--- config.mk ---
export PLATFORM = sky130hd
export DESIGN_NAME = pkt_err_detector_p
export DESIGN_NICKNAME = d
export VERILOG_FILES = /design/src/rtl/pkt_err_detector_p.sv
export SDC_FILE = /design/constraint.sdc
export NUM_CORES = 1
export LEC_CHECK = 0
export ABC_AREA = 1
export CORE_MARGIN = 3
export CORE_UTILIZATION = 55
export CTS_CLUSTER_DIAMETER = 30
export DETAILED_ROUTE_END_ITERATION = 6
export PLACE_DENSITY_LB_ADDON = 0.05
export SKIP_LAST_GASP = 1
export SYNTH_ARGS = -nofsm -noshare
export SYNTH_HDL_FRONTEND = slang
export SYNTH_SLANG_ARGS = --single-unit
--- constraint.sdc ---
create_clock -name clk -period 2.1 [get_ports clk]
set_input_delay 0.42 -clock clk [delete_from_list [all_inputs] [get_ports clk]]
set_output_delay 0.42 -clock clk [all_outputs]
set_load 0.05 [all_outputs]
--- src/rtl/pkt_err_detector_p.sv ---
// Byte-serial packet monitor: frames on a two-symbol header, checks body length and
// checksum, and reports a sticky error cause plus saturating good/bad packet counts.
module pkt_err_detector_p #(
  parameter int                DATA_W     = 8,
  parameter int                BODY_LEN   = 8,
  parameter logic [DATA_W-1:0] HDR0       = 8'hBE,
  parameter logic [DATA_W-1:0] HDR1       = 8'hEF,
  parameter int                CKSUM_MODE = 0,
  parameter int                CNT_W      = 16
) (
  input  logic              clk,
  input  logic              reset,
  input  logic              data_valid,
  input  logic [DATA_W-1:0] data,
  output logic              error,
  output logic [3:0]        err_code,
  output logic              pkt_ok,
  output logic [CNT_W-1:0]  good_cnt,
  output logic [CNT_W-1:0]  bad_cnt
);

  localparam int CNT_BW = (BODY_LEN < 2) ? 1 : $clog2(BODY_LEN + 1);

  localparam logic [3:0] C_SHORT  = 4'b0001;
  localparam logic [3:0] C_LONG   = 4'b0010;
  localparam logic [3:0] C_CKSUM  = 4'b0100;
  localparam logic [3:0] C_HEADER = 4'b1000;

  typedef enum logic [2:0] {
    S_IDLE,
    S_H0,
    S_BODY,
    S_CK,
    S_TAIL
  } state_t;

  function automatic logic [CNT_W-1:0] sat_inc(input logic [CNT_W-1:0] v);
    return (&v) ? v : v + 1'b1;
  endfunction

  function automatic logic [DATA_W-1:0] cksum_next(input logic [DATA_W-1:0] a,
                                                   input logic [DATA_W-1:0] d);
    if (CKSUM_MODE == 1) return a ^ d;
    else                 return a + d;
  endfunction

  state_t              state, state_n;
  logic [DATA_W-1:0]   acc, acc_n;
  logic [CNT_BW-1:0]   cnt, cnt_n;
  logic                pkt_err, pkt_err_n;
  logic                first_body, first_body_n;
  logic                pkt_seen, pkt_seen_n;
  logic                error_n;
  logic [3:0]          err_code_n;
  logic                pkt_ok_n;
  logic [CNT_W-1:0]    good_cnt_n, bad_cnt_n;
  logic [3:0]          cause;
  logic                clear_base;
  logic                base_err;
  logic [3:0]          base_code;

  always_ff @(posedge clk or negedge reset) begin
    if (!reset) begin
      state      <= S_IDLE;
      acc        <= '0;
      cnt        <= '0;
      pkt_err    <= 1'b0;
      first_body <= 1'b0;
      pkt_seen   <= 1'b0;
      error      <= 1'b0;
      err_code   <= 4'b0;
      pkt_ok     <= 1'b0;
      good_cnt   <= '0;
      bad_cnt    <= '0;
    end else begin
      state      <= state_n;
      acc        <= acc_n;
      cnt        <= cnt_n;
      pkt_err    <= pkt_err_n;
      first_body <= first_body_n;
      pkt_seen   <= pkt_seen_n;
      error      <= error_n;
      err_code   <= err_code_n;
      pkt_ok     <= pkt_ok_n;
      good_cnt   <= good_cnt_n;
      bad_cnt    <= bad_cnt_n;
    end
  end

  always_comb begin
    state_n      = state;
    acc_n        = acc;
    cnt_n        = cnt;
    pkt_err_n    = pkt_err;
    first_body_n = first_body;
    pkt_seen_n   = pkt_seen;
    good_cnt_n   = good_cnt;
    bad_cnt_n    = bad_cnt;
    pkt_ok_n     = 1'b0;
    cause        = 4'b0;
    clear_base   = 1'b0;

    if (data_valid) begin
      unique case (state)
        S_IDLE: begin
          if (data == HDR0) state_n = S_H0;
        end
        S_H0: begin
          if (data == HDR1) begin
            state_n      = S_BODY;
            cnt_n        = '0;
            acc_n        = '0;
            pkt_err_n    = 1'b0;
            first_body_n = 1'b1;
            pkt_seen_n   = 1'b1;
          end else if (data != HDR0) begin
            cause   = C_HEADER;
            state_n = pkt_seen ? S_TAIL : S_IDLE;
          end
        end
        S_BODY: begin
          // The first body symbol of a packet wipes the previous packet's report.
          clear_base   = first_body;
          first_body_n = 1'b0;
          if (data == HDR0) begin
            cause   = C_SHORT;
            state_n = S_H0;
          end else if (data == HDR1) begin
            cause = C_HEADER;
          end else begin
            acc_n = cksum_next(acc, data);
            cnt_n = cnt + 1'b1;
            if (cnt_n == CNT_BW'(BODY_LEN)) state_n = S_CK;
          end
        end
        S_CK: begin
          if (data == HDR0) begin
            cause   = C_SHORT;
            state_n = S_H0;
          end else if (data == HDR1) begin
            cause = C_HEADER;
          end else begin
            if (data == acc) begin
              pkt_ok_n   = 1'b1;
              good_cnt_n = sat_inc(good_cnt);
            end else begin
              cause = C_CKSUM;
            end
            state_n = S_TAIL;
          end
        end
        S_TAIL: begin
          if (data == HDR0) state_n = S_H0;
          else              cause   = C_LONG;
        end
        default: state_n = S_IDLE;
      endcase
    end

    base_err   = clear_base ? 1'b0 : error;
    base_code  = clear_base ? 4'b0 : err_code;
    error_n    = base_err | (|cause);
    err_code_n = base_code | cause;

    // Only the first fault of a packet counts towards bad_cnt.
    if (|cause) begin
      pkt_err_n = 1'b1;
      if (!pkt_err) bad_cnt_n = sat_inc(bad_cnt);
    end
  end

endmodule

======== Word level (Yosys, flattened, before mapping) ========
Cells that the tools add are included.
word-level totals
  output and inout bits ................... 38
  register bits after elaboration ......... 56
  bits in read-only memories .............. 0
  word-level logic and storage cells ...... 98
  bits in writable memories ............... 0
  memories ................................ 0
  bits of input ports ..................... 11
  latch bits .............................. 0
cells by class
  div/mod/pow operators ................... 0
  add/subtract/negate cells ............... 4
  eq/ne operators ......................... 17
  shift-type cells ........................ 0
  bitwise gates (word level) .............. 7
  order comparisons ....................... 0
  reduce and logical (&&, ||, !) cells .... 16
  muxes and demuxes ....................... 43
  $mul .................................... 0
operator list
  operator                                             number
  two-way mux 4 bit                                    11
  adder 16 x 1 -> 16 bit, second input constant        2
  AND reduction 16 bit                                 2
  two-way mux 3 bit                                    10
  two-way mux 8 bit                                    3
  equality test 8 bit, second input constant           2
  one-hot mux 4 bit (4 select lines)                   1
  one-hot mux 8 bit (2 select lines)                   1
  two-way mux 1 bit                                    13
  inequality test 3 bit, second input constant         4
  one-hot mux 3 bit (4 select lines)                   1
  AND reduction 3 bit                                  4
  AND reduction 6 bit                                  2
  adder 8 bit                                          1
  equality test 8 bit                                  1
  inequality test 8 bit, second input constant         1
  one-hot mux 4 bit (2 select lines)                   1
  nonzero test 2 bit                                   4
  equality test 3 x 2 -> 1 bit, second input constant  2
  inequality test 2 bit, second input constant         3
  NOT 1 bit                                            5
  AND reduction 5 bit                                  1
  adder 4 x 1 -> 4 bit, second input constant          1
  equality test 4 bit, second input constant           1
  other kinds (10)                                     10

======== Logic depth before layout (Yosys ltp) ========
Gate-level depths: netlist of run 1.
  word-level depth ........................ 9
  depth in mapped cells ................... 12
  mapped depth without buffers ............ 11

======== Worst setup path before layout of run 1 ========
Ideal clock, no wire load.
  kind .................................... reg-to-reg
  start point ............................. register good_cnt[0]
  end point ............................... register good_cnt[3]
  clock period less this slack ............ 1988 ps
  path buffers ............................ 1
  data required time ...................... 2034 ps
  stages on the path, launching flop included .. 11
  setup time .............................. 66 ps
  arrival ................................. 1922 ps
  slack ................................... 112 ps
  path through ............................ dfrtp_1 > ha_1 > nand2_1 > nor2_1 > nand2_1 > nor2_1 > nor3_2 > nand2_2 > buf_2 > nand2_1 > nand2_1
between the ends
  cells in the longest elaborated chain, start to end .. 3
  elaborated cells on any way between the ends .. 4
  those cells by class .................... 1 x add/sub; 1 x bitwise; 2 x reduce/logical
ends and longest elaborated chain
  element                                                         line  text
  start, declared                                                 18    output logic [CNT_W-1:0] good_cnt,
  start signal, assigned                                          85    good_cnt <= good_cnt_n;
  branches (longest 3 deep; another with adder 16 x 1 -> 16 bit)  -
Several ways; the timed one is not identified.
A chain may end at the register's enable or synchronous reset.

======== Final worst setup path of run 1 ========
  start point ............................. register good_cnt[4]
  end point ............................... output good_cnt[4]
No word-level cell between the ends.

==> results of run 1 <==
-- cells by family after synthesis --
logic type      after synthesis
buf+inv                      56
fa+ha+maj                    11
compound gates               33
flops                        56
xor+xnor                     31
simple gates                296
-- sequential cells by signal, summed over array words and instances (netlist names) --
signal	flops
bad_cnt	16
good_cnt	16
acc	8
cnt	4
err_code	4
state	3
error	1
first_body	1
pkt_err	1
pkt_ok	1
pkt_seen	1
-- what timing repair did --
| item | 4_1_cts | 5_1_grt |
|---|---|---|
| buffers inserted | 0 | 1 |
| setup endpoints to repair | 0 | 35 |
| gates resized for setup | 0 | 12 |
| hold buffers | 0 | 0 |
-- worst paths after layout --
check                              end  cells after the start
max in group asynchronous  good_cnt[0]                      2
min                        bad_cnt[10]                      2
max reg2reg                 bad_cnt[3]                     10
max                        good_cnt[4]                      1
min in group clk              pkt_seen                      2
min reg2reg                   pkt_seen                      2
-- metal layers --
metal / vias up / global-route usage / routed length (um)
li1: 1711 / - / -
met1: 1594 / 0.305 / 3750
met2: 65 / 0.409 / 4020
met3: 8 / 0.0342 / 296
met4: 0 / 0.0538 / 72
met5: - / 0 / 0
-- power by group through the flow --
| stage | sequential (mW) | combinational (mW) | clock [mW] |
|---|---|---|---|
| 6_report | 1.19 | 0.623 | 0.695 |
| 2_1_floorplan | 1.31 | 0.246 | 0 |
| 5_1_grt | 1.20 | 0.690 | 0.746 |
| 3_5_place_dp | 1.21 | 0.602 | 0 |
| 4_1_cts | 1.19 | 0.606 | 0.712 |
| 3_3_place_gp | 1.21 | 0.594 | 0 |
-- cells in the mapped netlist, drive strengths merged (7+ instances only) --
cell   number
xor2       21
xnor2      10
inv        49
a21oi       7
nand4       7
nand2     166
o21ai      21
dfrtp      56
nor3       13
ha         10
nand3      61
nor2       45
-- cell type report --
cell class                 count  area [um2]  area share
clock buffer                   5        68.8      0.0152
clock inverter                 1        30.0     0.00664
inverter                      49         184      0.0407
multi-input combinational    371        1970       0.435
sequential                    56        1400       0.310
tap                           75        93.8      0.0208
timing repair buffer          82         776       0.172
==> flow_summary.toml, run 1 <==
[floorplan]
rows = 28
io_pins = 49
start_util = 0.581
core_area_um2 = 6100
die_h_um = 86.3
die_x_um = 86.3
dieArea_um2 = 7440

[final_layout]
diodes = 0
drive_above_1_share = 0.128
layout_commonest_cell = "nand2_1"
final_util = 0.742
fill_cells = 491
final_cells = 639
final_cell_mix = "nand2_1 (159), nand3_1 (58), dfrtp_1 (56)"
syn_to_final_growth_pct = 27.6
nNetsFinal = 587
fin_area_um2 = 4520

[pwr]
p_seq_frac = 0.475
combPwrFrac = 0.248
p_int_mw = 1.72
switching_share = 0.315
p_clk_frac = 0.277
p_total_mw = 2.51
switching_power_mw = 0.791
peakVddDrop_mv = 0.535
p_leak_nw = 2.19
p_per_area_nw_per_um2 = 555

[global_route]
grt_start_max_net_pins = 57
grt_pass1_vias = 3247
grt_remaining_overflow = 0
grt_pass1_wl_um = 14300
grt_usage = 0.233
antenna_found_initial = 0

[placed_design]
dpl_cell_area_um2 = 4350
portBuffers = 48
dp_slack_ns = -0.292
place_inst = 632
dpl.hpwl_um = 6130
gp_congestion = 0.909

[sta]
relSlewSlack = 0.657
fin_crit_ns = 2.04
fin_skew_ns = 0.0107
tns_ns = 0
finalMaxSlewViolations = 0
fmax_ghz = 0.490
worst_slack_ns = 0.0609
worst_pin_slew_ns = 0.513
finalSetupViolCount = 0
holdWs_ns = 0.0862
period_share = 0.971
hold_viol_final = 0

[critical_path]
cp-startpoint = "good_cnt[4]"
worstPathArrival_ns = 1.62
crit_chain = "clkdlybuf4s50_1"
crit_slowest_cell = "clkdlybuf4s50_1"
worstPathMaxFanout = 6
regToRegSetupSlack_ns = 0.26
cp.buffers_inverters = 1
cpLargestDelayFamily = "buffers and inverters"
end_kind = "output port"
reg2reg_from = "acc[5]"
critPathRequiredTime_ns = 1.68
slowest_delay_ns = 0.84
critPathKind = "register to output port"
cp-start-kind = "register"

[yosys]
synth_nets = 505
synth_cells = 483
syn_area_per_cell_um2 = 7.34
synth_area_um2 = 3540
synth_seq_cells = 56
netlist-cell-type-count = 32
synth_edf_count = 0
synth_warnings = 0
synth_top_area_cell = "dfrtp_1"
synthArstFlopShare = 1.00
synthTopCellsByArea = "dfrtp_1 (40%), nand2_1 (17%), nand3_1 (8.5%)"
synthXorXnorAreaFrac = 0.0766
synth.area.mux_share = 0
synthFlopType = "dfrtp_1"
yosysSeqAreaShare = 0.395
synth_compound_area_frac = 0.0544
yosysTopAreaCellShare = 0.395
synth_top_family_by_area = "simple AND/OR/NAND/NOR gates"
yosys.area_share.adder = 0.0409
yosys.area_share.simple = 0.368

[clocking]
numCtsBuffers = 5
cts.htree.levels = 2
root_buffer = "clkbuf_8"
cts_tree = "built"
cts_sinks = 56
cts.clk_slew.worst_paths_ns = 0.10
cts_buffer_depth = 2
clk_latency_ns = 0.31

[drt]
drt_iter0_drc = 204
ant_nets = 0
first_pass_iters = 4
routedWlPerCell_um = 12.7
drc = 0
drt-total-wl_um = 8140
vias_per_cell = 5.29
route.vias.total = 3378

[run]
drv_cap = 0

[run_status]
status = "finished clean"

[hold_path]
hp-class = "input port to asynchronous set/reset pin"
(Power assumes the default switching activity.)
==> run 2, diff against run 1 <==
Settings changed: GPL_TIMING_DRIVEN set to 0.
==> run 2 against run 1 <==
  * Clock-buffer cell count increased by 1
  * Die area unchanged
  * Largest power group unchanged
  * Cell area decreased by 3.7%
==> flow_summary.toml, run 2 (synthesis results as in run 1) <==
[final_layout]
drive_above_1_share = 0.103
nNetsFinal = 566
diodes = 0
syn_to_final_growth_pct = 22.8
final_cell_mix = "nand2_1 (158), nand3_1 (58), dfrtp_1 (55)"
final_cells = 620
reg.largest.list = "bad_cnt: 16 flops, good_cnt: 16 flops, acc: 8 flops"
multi_input_area_um2 = 1980
seq_area_um2 = 1400
fill_cells = 515
layout_commonest_cell = "nand2_1"

[drt]
vias_per_cell = 5.34
routedWlPerCell_um = 13.3
ant_nets = 0
drt-total-wl_um = 8240
drc = 0
route.vias.total = 3312
drt_iter0_drc = 177
first_pass_iters = 5

[pwr]
p_leak_nw = 2.10
p_int_mw = 1.59
p_seq_frac = 0.500
combPwrFrac = 0.237
p_clk_frac = 0.262
p_total_mw = 2.38
switching_power_mw = 0.790
p_per_area_nw_per_um2 = 547
peakVddDrop_mv = 0.482
switching_share = 0.331

[sta]
fin_crit_ns = 2.05
hold_viol_final = 0
period_share = 0.977
finalMaxSlewViolations = 0
worst_pin_slew_ns = 0.547
finalSetupViolCount = 0
grt_setup_unrepaired = "no"
worst_slack_ns = 0.0476
relSlewSlack = 0.635
fin_skew_ns = 0.0151
fmax_ghz = 0.487

[placed_design]
dp_slack_ns = -0.582
gp_congestion = 0.952
portBuffers = 48
dpl.hpwl_um = 6230
place_inst = 607

[critical_path]
critPathKind = "register to output port"
crit_slowest_cell = "clkdlybuf4s50_1"
crit_chain = "clkdlybuf4s50_1"
worstPathArrival_ns = 1.63
end_kind = "output port"
cp-start-kind = "register"
rr_endpoint = "bad_cnt[14]"
slowest_delay_ns = 0.85
worstPathMaxFanout = 6
reg2reg_from = "acc[4]"
cpLargestDelayFamily = "buffers and inverters"
cp.buffers_inverters = 1
r2r_cells = 11
critPathRequiredTime_ns = 1.68
regToRegSetupSlack_ns = 0.18

[run_status]
status = "finished clean"

[global_route]
grt_start_max_net_pins = 36
antenna_found_initial = 0
grt_usage = 0.234
grt_pass1_vias = 3128
grt_pass1_wl_um = 14100
grt_remaining_overflow = 0

[clocking]
clk_latency_ns = 0.32
cts_sinks = 56
cts_tree = "built"
cts.clk_slew.worst_paths_ns = 0.11
hold_buffers = 0
root_buffer = "clkbuf_8"
numCtsBuffers = 5
cts.htree.levels = 2
cts_buffer_depth = 2

[floorplan]
start_util = 0.581
die_h_um = 86.3
dieArea_um2 = 7440
die_x_um = 86.3
io_pins = 49
core_area_um2 = 6100
rows = 28

[hold_path]
hp-class = "input port to asynchronous set/reset pin"

[run]
drv_cap = 0
run 2: changes by cell type in the layout (fill, tap and decap cells not counted), moves of 3 or more:
cell / delta
buf_6: +3
clkdlybuf4s50_1: -4
buf_4: -25
nor2_2: -3
run 2: repair_timing:
action | CTS | global route
pin swaps | 4 | 2
buffers inserted | 2 | 3
setup endpoints to repair | 26 | 44
gates resized for setup | 11 | 13
run 2: area by class of cell:
class | count | share of cell area
Clock buffer | 6 | 0.0190
Timing Repair Buffer | 54 | 0.125
Clock inverter | 2 | 0.00230
Buffer | 7 | 0.0129
Inverter | 49 | 0.0422
Sequential cell | 56 | 0.322
Multi-Input combinational cell | 371 | 0.455
Tap cell | 75 | 0.0216
run 2: metal layers:
| layer | track usage | up-vias | wire [um] |
|---|---|---|---|
| met5 | 0 | - | 0 |
| met4 | 0.0567 | 0 | 106 |
| met3 | 0.0409 | 14 | 383 |
| met2 | 0.413 | 86 | 4020 |
| met1 | 0.298 | 1548 | 3720 |
| li1 | - | 1664 | - |
run 2: metrics by stage:
step / instance area (um2) / util / hold WS (ns) / TNS, ns
floorplan: 3540 / - / 0.124 / 0
global placement: 4120 / 0.676 / 0.437 / -82.00
detailed placement: 4130 / 0.678 / 0.438 / -17.92
CTS: 4270 / 0.701 / 0.0958 / 0
global route: 4350 / 0.714 / 0.0878 / 0
finish: 4350 / 0.714 / 0.0698 / 0
run 2: worst max-delay path by stage:
stage                      startpoint            to  slack, ns  cells after the start
after floorplan           good_cnt[0]   good_cnt[3]       0.11                     10
after global placement          reset   err_code[0]      -1.17                      1
after detailed placement      data[5]  good_cnt[15]      -0.58                     10
after CTS                 good_cnt[0]   good_cnt[0]       0.01                      1
after global routing      good_cnt[2]   good_cnt[2]      0.006                      1
final                     good_cnt[2]   good_cnt[2]       0.05                      1
run 2: power by group through the flow:
stage	Clock [mW]	Sequential (mW)	Combinational, mW
floorplan	0	1.31	0.246
global placement	0	1.21	0.519
detailed placement	0	1.21	0.533
CTS	0.638	1.19	0.565
global route	0.688	1.20	0.635
finish	0.625	1.19	0.565
==> run 3, diff against run 2 <==
Settings changed: CORE_ASPECT_RATIO set to 0.7, CTS_CLUSTER_DIAMETER 30 to not set.
==> run 3 against run 2 <==
  * Sequential share of layout area down 0.90 points
  * Largest cell class unchanged
  * First-iteration DRC count down 13%
  * Critical endpoint is now bad_cnt[0]
  * Combinational power up 6.0%
  * Global-route usage up 0.60 points
  * Die area up 0.20%
==> flow_summary.toml, run 3 (synthesis results as in run 1) <==
[run_status]
status = "finished clean"

[critical_path]
slowest_delay_ns = 0.84
cp-startpoint = "bad_cnt[0]"
end_kind = "output port"
cp.depth = 1
crit_slowest_cell = "clkdlybuf4s50_1"
regToRegSetupSlack_ns = 0.16
critPathKind = "register to output port"
r2r_cells = 11
worstPathArrival_ns = 1.62
cp-start-kind = "register"
cp.buffers_inverters = 1
cpLargestDelayFamily = "buffers and inverters"
crit_chain = "clkdlybuf4s50_1"
endpoint = "bad_cnt[0]"
rr_endpoint = "bad_cnt[7]"
worstPathMaxFanout = 6
reg2reg_from = "acc[5]"
critPathRequiredTime_ns = 1.68

[pwr]
peakVddDrop_mv = 0.323
p_per_area_nw_per_um2 = 586
p_leak_nw = 2.19

[drt]
drc = 0
ant_nets = 0
route.vias.total = 3369
vias_per_cell = 5.41
first_pass_iters = 5
drt_iter0_drc = 154
routedWlPerCell_um = 14.2
drt-total-wl_um = 8880

[placed_design]
dp_slack_ns = -0.615
gp_congestion = 0.879
dpl.hpwl_um = 6480
portBuffers = 48
dpl_cell_area_um2 = 4130

[clocking]
cts_buffer_depth = 2
root_buffer = "clkbuf_8"
cts_sinks = 56
hold_buffers = 0
cts.htree.levels = 2
cts.clk_slew.worst_paths_ns = 0.11
cts_tree = "built"
clk_latency_ns = 0.31
numCtsBuffers = 5

[global_route]
grt_usage = 0.240
grt_remaining_overflow = 0
antenna_found_initial = 0
grt_pass1_vias = 3078
grt_start_max_net_pins = 38
grt_pass1_wl_um = 14200

[final_layout]
multi_input_area_um2 = 2050
layout_commonest_cell = "nand2_1"
drive_above_1_share = 0.117
diodes = 0
reg.largest.list = "bad_cnt: 16 flops, good_cnt: 16 flops, acc: 8 flops"
nNetsFinal = 570
fill_cells = 493
syn_to_final_growth_pct = 26.4
seq_area_um2 = 1400
fin_area_um2 = 4480
final_cell_mix = "nand2_1 (158), nand3_1 (58), dfrtp_1 (55)"

[floorplan]
dieArea_um2 = 7460
rows = 23
die_h_um = 73.2
io_pins = 49
core_area_um2 = 5990
die_x_um = 102
start_util = 0.592

[sta]
worst_slack_ns = 0.0571
finalMaxSlewViolations = 0
fmax_ghz = 0.489
fin_skew_ns = 0.0112
finalSetupViolCount = 0
worst_pin_slew_ns = 0.526
hold_viol_final = 0
relSlewSlack = 0.649
fin_crit_ns = 2.04
period_share = 0.973

[run]
drv_cap = 0

[hold_path]
hp-class = "input port to asynchronous set/reset pin"
## run 3: how the worst min path moves through the flow
stage          slack, ns  cells past startpoint     endpoint
3_3_place_gp        0.44                      2     pkt_seen
2_1_floorplan       0.12                      0       acc[0]
4_1_cts             0.07                      1  err_code[3]
3_5_place_dp        0.42                      1  err_code[3]
5_1_grt             0.08                      1  err_code[3]
6_report            0.06                      1  err_code[3]
## run 3: per-stage QoR
step	setup TNS, ns	hold slack (ns)	power (mW)	utilization	cells
after floorplan	0	0.124	1.56	-	483
after global placement	-80.48	0.440	1.73	0.688	606
after detailed placement	-18.63	0.421	1.75	0.691	607
after CTS	0	0.0747	2.58	0.726	615
after global routing	-0.00983	0.0823	2.74	0.748	623
final	0	0.0628	2.63	0.748	623
## run 3: power breakdown
| part | switching (mW) | internal (mW) | leakage, nW |
|---|---|---|---|
| clock network | 0.359 | 0.470 | 0.0642 |
| logic | 0.384 | 0.216 | 1.38 |
| registers | 0.0706 | 1.13 | 0.745 |
## run 3: area by class of cell
class                           count  area share
Tap cell                           75      0.0209
Clock inverter                      2      0.0134
Multi-Input combinational cell    372       0.457
Buffer                              7      0.0117
Timing Repair Buffer               57       0.128
Clock buffer                        5      0.0154
Inverter                           49      0.0411
Sequential cell                    56       0.313
## run 3: metal layers
metal	track usage	vias to the layer above	wire [um]
met5	0	-	0
met4	0.0364	0	44
met3	0.0487	6	379
met2	0.369	84	4010
met1	0.359	1604	4440
li1	-	1675	-
## run 3: timing repair
item	in CTS	in global routing
cloned	0	1
resized for setup	14	23
pin swaps	2	7
buffers inserted	1	7
endpoints found under the setup margin	24	46
